<file path="config.mk">
export PLATFORM = sky130hd
export DESIGN_NAME = pmem_arbiter_rr_flat
export DESIGN_NICKNAME = d
export VERILOG_FILES = /design/src/rtl/pmem_arbiter_rr_if.sv /design/src/rtl/pmem_arbiter_rr.sv /design/src/flat_wrapper.sv
export SDC_FILE = /design/constraint.sdc
export NUM_CORES = 1
export LEC_CHECK = 0
export CAP_MARGIN = 20
export CORE_AREA = 10 10 267 269
export CTS_BUF_LIST = sky130_fd_sc_hd__clkbuf_8
export DETAILED_ROUTE_END_ITERATION = 10
export DIE_AREA = 0 0 277 279
export HOLD_SLACK_MARGIN = 0.06
export PLACE_DENSITY = 0.42
export SLEW_MARGIN = 20
export SYNTH_ARGS = -nofsm -noshare
export SYNTH_HDL_FRONTEND = slang
export SYNTH_SLANG_ARGS = --single-unit
export TNS_END_PERCENT = 10
</file>
<file path="constraint.sdc">
create_clock -name clk -period 3.25 [get_ports clk]
set_input_delay 0.65 -clock clk [delete_from_list [all_inputs] [get_ports clk]]
set_output_delay 0.65 -clock clk [all_outputs]
set_load 0.01 [all_outputs]
</file>
<file path="src/rtl/pmem_arbiter_rr_if.sv">
// Cache-side request bundle and pmem port of the round-robin arbiter.
// perf_* signals exist only with PMEM_ARB_PERF_CNT_EN defined.
interface pmem_arbiter_rr_if #(
  parameter int NUM_CH = 2,
  parameter int ADDR_W = 16,
  parameter int LINE_W = 128
);
  logic [NUM_CH-1:0]        ch_read;
  logic [NUM_CH-1:0]        ch_write;
  logic [NUM_CH*ADDR_W-1:0] ch_address;
  logic [NUM_CH*LINE_W-1:0] ch_wdata;
  logic [NUM_CH-1:0]        ch_resp;
  logic [LINE_W-1:0]        ch_rdata;
  logic                     pmem_read;
  logic                     pmem_write;
  logic [ADDR_W-1:0]        pmem_address;
  logic [LINE_W-1:0]        pmem_wdata;
  logic                     pmem_resp;
  logic [LINE_W-1:0]        pmem_rdata;
  logic                     ld_regs;
`ifdef PMEM_ARB_PERF_CNT_EN
  logic [NUM_CH*32-1:0]     perf_grants;
  logic [31:0]              perf_busy_cycles;
`endif

  modport master (
    input  ch_read, ch_write, ch_address, ch_wdata,
    input  pmem_resp, pmem_rdata,
    output ch_resp, ch_rdata, pmem_read, pmem_write,
    output pmem_address, pmem_wdata, ld_regs
`ifdef PMEM_ARB_PERF_CNT_EN
    , output perf_grants, perf_busy_cycles
`endif
  );

  modport slave (
    output ch_read, ch_write, ch_address, ch_wdata,
    output pmem_resp, pmem_rdata,
    input  ch_resp, ch_rdata, pmem_read, pmem_write,
    input  pmem_address, pmem_wdata, ld_regs
`ifdef PMEM_ARB_PERF_CNT_EN
    , input perf_grants, perf_busy_cycles
`endif
  );
endinterface

</file>
<file path="src/rtl/pmem_arbiter_rr.sv">
// Round-robin arbiter of NUM_CH cache requesters onto one pmem port.
// Optional per-channel grant / busy counters: PMEM_ARB_PERF_CNT_EN.
module pmem_arbiter_rr #(
  parameter int NUM_CH = 2,
  parameter int ADDR_W = 16,
  parameter int LINE_W = 128
) (
  input logic              clk,
  input logic              rst_n,
  pmem_arbiter_rr_if.master bus
);
  localparam int GW = (NUM_CH > 1) ? $clog2(NUM_CH) : 1;
  localparam logic [GW-1:0] LAST_CH = GW'(NUM_CH - 1);

  typedef enum logic [1:0] {
    IDLE = 2'd0,
    BUSY = 2'd1,
    DONE = 2'd2
  } state_e;

  state_e            state_q, state_d;
  logic [GW-1:0]     gnt_q, gnt_d;
  logic [GW-1:0]     last_q, last_d;
  logic              op_wr_q, op_wr_d;
  logic [ADDR_W-1:0] addr_q, addr_d;
  logic [LINE_W-1:0] wdata_q, wdata_d;

  logic [NUM_CH-1:0] req;
  logic [GW-1:0]     win;
  logic [GW-1:0]     idx;
  logic              found;
  logic              busy;

  assign req  = bus.ch_read | bus.ch_write;
  assign busy = (state_q == BUSY);

  // Walk upward from last_grant+1 with wrap; first requester wins.
  always_comb begin
    win   = last_q;
    idx   = last_q;
    found = 1'b0;
    for (int k = 0; k < NUM_CH; k++) begin
      idx = (idx == LAST_CH) ? '0 : idx + 1'b1;
      if (req[idx] && !found) begin
        win   = idx;
        found = 1'b1;
      end
    end
  end

  always_comb begin
    state_d = state_q;
    gnt_d   = gnt_q;
    last_d  = last_q;
    op_wr_d = op_wr_q;
    addr_d  = addr_q;
    wdata_d = wdata_q;
    unique case (state_q)
      IDLE: begin
        if (|req) begin
          state_d = BUSY;
          gnt_d   = win;
          op_wr_d = bus.ch_write[win];
          addr_d  = bus.ch_address[int'(win)*ADDR_W +: ADDR_W];
          wdata_d = bus.ch_wdata[int'(win)*LINE_W +: LINE_W];
        end
      end
      BUSY: begin
        if (bus.pmem_resp) begin
          state_d = DONE;
          last_d  = gnt_q;
        end
      end
      DONE:    state_d = IDLE;
      default: state_d = IDLE;
    endcase
  end

  always_ff @(posedge clk or negedge rst_n) begin
    if (!rst_n) begin
      state_q <= IDLE;
      gnt_q   <= '0;
      last_q  <= LAST_CH;
      op_wr_q <= 1'b0;
      addr_q  <= '0;
      wdata_q <= '0;
    end else begin
      state_q <= state_d;
      gnt_q   <= gnt_d;
      last_q  <= last_d;
      op_wr_q <= op_wr_d;
      addr_q  <= addr_d;
      wdata_q <= wdata_d;
    end
  end

  always_comb begin
    bus.ch_resp = '0;
    if (busy && bus.pmem_resp) bus.ch_resp[gnt_q] = 1'b1;
  end

  assign bus.ch_rdata     = bus.pmem_rdata;
  assign bus.pmem_read    = busy & ~op_wr_q;
  assign bus.pmem_write   = busy & op_wr_q;
  assign bus.pmem_address = addr_q;
  assign bus.pmem_wdata   = wdata_q;

  // Held high during reset so the pipeline is never frozen by a stale request.
  assign bus.ld_regs = ~rst_n |
                       ~(busy | ((state_q == IDLE) & (|req)));

`ifdef PMEM_ARB_PERF_CNT_EN
  logic [NUM_CH*32-1:0] perf_q;
  logic [31:0]          busy_cyc_q;

  always_ff @(posedge clk or negedge rst_n) begin
    if (!rst_n) begin
      perf_q     <= '0;
      busy_cyc_q <= '0;
    end else begin
      for (int i = 0; i < NUM_CH; i++) begin
        if (bus.ch_resp[i])
          perf_q[i*32 +: 32] <= perf_q[i*32 +: 32] + 32'd1;
      end
      if (busy) busy_cyc_q <= busy_cyc_q + 32'd1;
    end
  end

  assign bus.perf_grants      = perf_q;
  assign bus.perf_busy_cycles = busy_cyc_q;
`endif
endmodule

</file>
<file path="src/flat_wrapper.sv">
// flat-port wrapper written by rule: the top's interface ports become plain ports
module pmem_arbiter_rr_flat 
#(
  parameter int NUM_CH = 2,
  parameter int ADDR_W = 16,
  parameter int LINE_W = 128
)
  (clk, rst_n, bus_ch_read, bus_ch_write, bus_ch_address, bus_ch_wdata, bus_pmem_resp, bus_pmem_rdata, bus_ch_resp, bus_ch_rdata, bus_pmem_read, bus_pmem_write, bus_pmem_address, bus_pmem_wdata, bus_ld_regs);
  pmem_arbiter_rr_if #(.NUM_CH(NUM_CH), .ADDR_W(ADDR_W), .LINE_W(LINE_W)) bus_i ();
  input logic clk;
  input logic rst_n;
  input wire logic [$bits(bus_i.ch_read)-1:0] bus_ch_read;
  input wire logic [$bits(bus_i.ch_write)-1:0] bus_ch_write;
  input wire logic [$bits(bus_i.ch_address)-1:0] bus_ch_address;
  input wire logic [$bits(bus_i.ch_wdata)-1:0] bus_ch_wdata;
  input wire logic [$bits(bus_i.pmem_resp)-1:0] bus_pmem_resp;
  input wire logic [$bits(bus_i.pmem_rdata)-1:0] bus_pmem_rdata;
  output wire logic [$bits(bus_i.ch_resp)-1:0] bus_ch_resp;
  output wire logic [$bits(bus_i.ch_rdata)-1:0] bus_ch_rdata;
  output wire logic [$bits(bus_i.pmem_read)-1:0] bus_pmem_read;
  output wire logic [$bits(bus_i.pmem_write)-1:0] bus_pmem_write;
  output wire logic [$bits(bus_i.pmem_address)-1:0] bus_pmem_address;
  output wire logic [$bits(bus_i.pmem_wdata)-1:0] bus_pmem_wdata;
  output wire logic [$bits(bus_i.ld_regs)-1:0] bus_ld_regs;
  assign bus_i.ch_read = bus_ch_read;
  assign bus_i.ch_write = bus_ch_write;
  assign bus_i.ch_address = bus_ch_address;
  assign bus_i.ch_wdata = bus_ch_wdata;
  assign bus_i.pmem_resp = bus_pmem_resp;
  assign bus_i.pmem_rdata = bus_pmem_rdata;
  assign bus_ch_resp = bus_i.ch_resp;
  assign bus_ch_rdata = bus_i.ch_rdata;
  assign bus_pmem_read = bus_i.pmem_read;
  assign bus_pmem_write = bus_i.pmem_write;
  assign bus_pmem_address = bus_i.pmem_address;
  assign bus_pmem_wdata = bus_i.pmem_wdata;
  assign bus_ld_regs = bus_i.ld_regs;
  pmem_arbiter_rr #(.NUM_CH(NUM_CH), .ADDR_W(ADDR_W), .LINE_W(LINE_W)) u_core (.clk(clk), .rst_n(rst_n), .bus(bus_i));
endmodule
</file>
==> metrics.cfg <==
[clock_tree]
cts_resized = 0
clk_pin_slew_worst_paths_ns = 0.09
cts_buffer_depth = 2
cts-root-buf = clkbuf_8
hold_buffers = 1
postCtsSetupBuffers = 0
worstSkewPairLatency_ns = 0.54
numClockSinks = 149
h-tree-depth = 4
cts_made_buffers = 17
cts_tree = done

[routing]
ant_nets = 0
dr.pass1.iters = 5
vias = 8925
highest-signal-layer = met4
wl_per_cell_um = 25.6
vias_per_cell = 4.20
drt-total-wl_um = 54400
drt-initial-drc-count = 500
wl_met1_um = 18900
post-route-drc-count = 0
met3WireLength_um = 6020
wl_met2_um = 26500

[layout]
drive_gt1_share_pct = 16.0
synthToLayoutAreaGrowth_pct = 53.8
nNetsFinal = 1670
final_cell_mix = clkdlybuf4s50_1, dfrtp_1, a31oi_1
finalNonFillerCells = 2125
final_cell_area_mm2 = 0.0139
fillCellCount = 7193
final_common_cell = clkdlybuf4s50_1

[floorplanning]
ioPinCount = 700
initial_core_util_pct = 13.8
die_x_um = 277
die_h_um = 279
core.rowCount = 94
core_mm2 = 0.0656
die_area_mm2 = 0.0773

[timing]
slew_headroom_pct = 44.1
rsz0062_at_grt = false
fmax_ghz = 0.322
whs_ns = 0.531
setup_viol = 0
fin_setup_tns_ns = 0
setup_slack_ns = 0.146
fin_crit_sh_pct = 95.5
hold_viol_final = 0
drv_slew = 0
min_period_ns = 3.10
skew_ns = 0.0179
tightest_slew_ns = 0.838

[grt]
grt_max_degree = 83
antenna_found_initial = 2
grt-ovfl-total = 0
grt_pass1_wl_um = 76300
grt_pass1_vias = 9408
grtUsageTotal_pct = 13.6

[logic_synthesis]
avgSynthCellArea_um2 = 9.13
synth_cell_types = 34
synth_area_mm2 = 0.00905
synth_cells = 991
ys_seq_area_share_pct = 41.2
syn-num-nets = 1414
ys_ff_latch = 149
ys_warn_count = 0

[setup_path]
path_max_fanout = 2
crit_top_cell = clkdlybuf4s50_1
r2r-end = u_core.bus.pmem_wdata[87]
crit_chain = clkdlybuf4s50_1 > or4_4 > o211ai_2 > clkdlybuf4s50_1
cp-startpoint = bus_ch_write[0]
reg2reg_slack_ns = 1.28
crit_type = input port to output pin
rr_startpoint = u_core.state_q[0]
cp_num_buf_inv = 2
cp-start-kind = input port
critical_path_required_ns = 2.60
cpLargestDelayFamily = buffers and inverters
endpoint_kind = output pin
crit_slowest_cell = or4_4
rr_worst_depth = 5
slowest_delay_ns = 0.58
worstPathArrival_ns = 2.45

[placement]
port-buffer-count = 443
place_hpwl_um = 41900
dp_cells = 2091
dp_slack_ns = 0.139
place.gp.congestion = 0.774
placed_cell_area_mm2 = 0.0135

[power_and_ir_drop]
ir_drop_v = 0.000363
powerDensity_mw_per_mm2 = 812
p_leak_nw = 4.81

[flow_run]
cap_violations = 0

[hold_path]
worstHoldPathType = input port to asynchronous set/reset pin

[outcome]
status = complete, no violations

worst register-to-register path, delay by kind of cell (launching register included):
family	cells	cell delay (ns)
compound gates	2	0.33
buf+inv	2	0.62
flops	1	0.47
simple gates	1	0.48
layer usage:
layer,vias to the layer above,track usage (%)
li1,4026,-
met1,4366,13.5
met2,452,22.5
met3,81,7.05
met4,0,7.99
met5,-,0.312
power by group:
group / internal, W / leakage [nW] / switching (W) / total [W]
registers: 0.00278 / 1.67 / 0.000671 / 0.00345
logic: 0.00298 / 2.92 / 0.00317 / 0.00615
clock network: 0.000853 / 0.226 / 0.000861 / 0.00171
total: 0.00661 / 4.81 / 0.00470 / 0.0113
Yosys cell counts:
cell type,count,area share (%)
a21oi_1,18,1.0
or3b_1,1,0.097
o211ai_2,1,0.14
or2_1,1,0.069
buf_6,17,2.1
buf_2,25,1.4
and3b_1,1,0.097
buf_1,11,0.46
o21ai_1,40,2.2
nor2b_1,2,0.14
a21o_1,1,0.083
dfrtp_1,148,41
a31oi_1,145,10
or4_4,1,0.12
nand2_1,1,0.041
nor3b_2,1,0.14
nand3_1,144,8.0
and3_1,1,0.069
buf_4,131,11
nor2_1,1,0.041
inv_1,2,0.083
o21ai_0,106,5.9
o21ba_1,1,0.11
o41ai_1,1,0.097
buf_8,1,0.17
clkbuf_1,49,2.0
a21oi_2,129,12
dfstp_2,1,0.29
nand2b_1,1,0.069
clkbuf_2,4,0.22
nor4_4,1,0.23
o21bai_1,1,0.083
and2_1,1,0.069
nor2_4,2,0.25
cells by family after synthesis:
family	count (synthesis)	synth area share [%]
flip-flops	149	41.2
AO/OA/AOI/OAI	443	32.1
AND/OR/NAND/NOR	159	9.40
buffers and inverters	240	17.3
stage by stage:
stage	total power [W]	utilization, %
after floorplan	0.00630	-
after CTS	0.0116	21.2
after global routing	0.0121	21.2
after global placement	0.00972	20.5
after detailed placement	0.00978	20.5
final	0.0113	21.2
sequential cells by signal, summed over array words and instances, names as in the netlist:
| name | count |
|---|---|
| u_core.bus.pmem_wdata | 128 |
| u_core.state_q | 2 |
| u_core.op_wr_q | 1 |
| u_core.bus.pmem_address | 16 |
| u_core.gnt_q | 1 |
| u_core.last_q | 1 |
worst max path at each step:
stage / to / slack [ns] / depth (start not counted)
4_1_cts: bus_ld_regs / 0.13 / 4
6_report: bus_ld_regs / 0.15 / 4
3_3_place_gp: bus_ld_regs / 0.16 / 4
5_1_grt: bus_ld_regs / 0.09 / 4
3_5_place_dp: bus_ld_regs / 0.14 / 4
2_1_floorplan: bus_ld_regs / 0.93 / 4
area by class of cell:
| class | count | area (um^2) | area share, % |
|---|---|---|---|
| antenna | 1 | 2.50 | 0.0180 |
| clock buffer | 18 | 248 | 1.78 |
| clock inverter | 14 | 185 | 1.33 |
| inverter | 2 | 7.51 | 0.0539 |
| multi-input combinational | 602 | 3780 | 27.2 |
| sequential | 149 | 3730 | 26.8 |
| tap | 864 | 1080 | 7.76 |
| timing repair buffer | 475 | 4890 | 35.1 |
(Power assumes the default switching activity.)
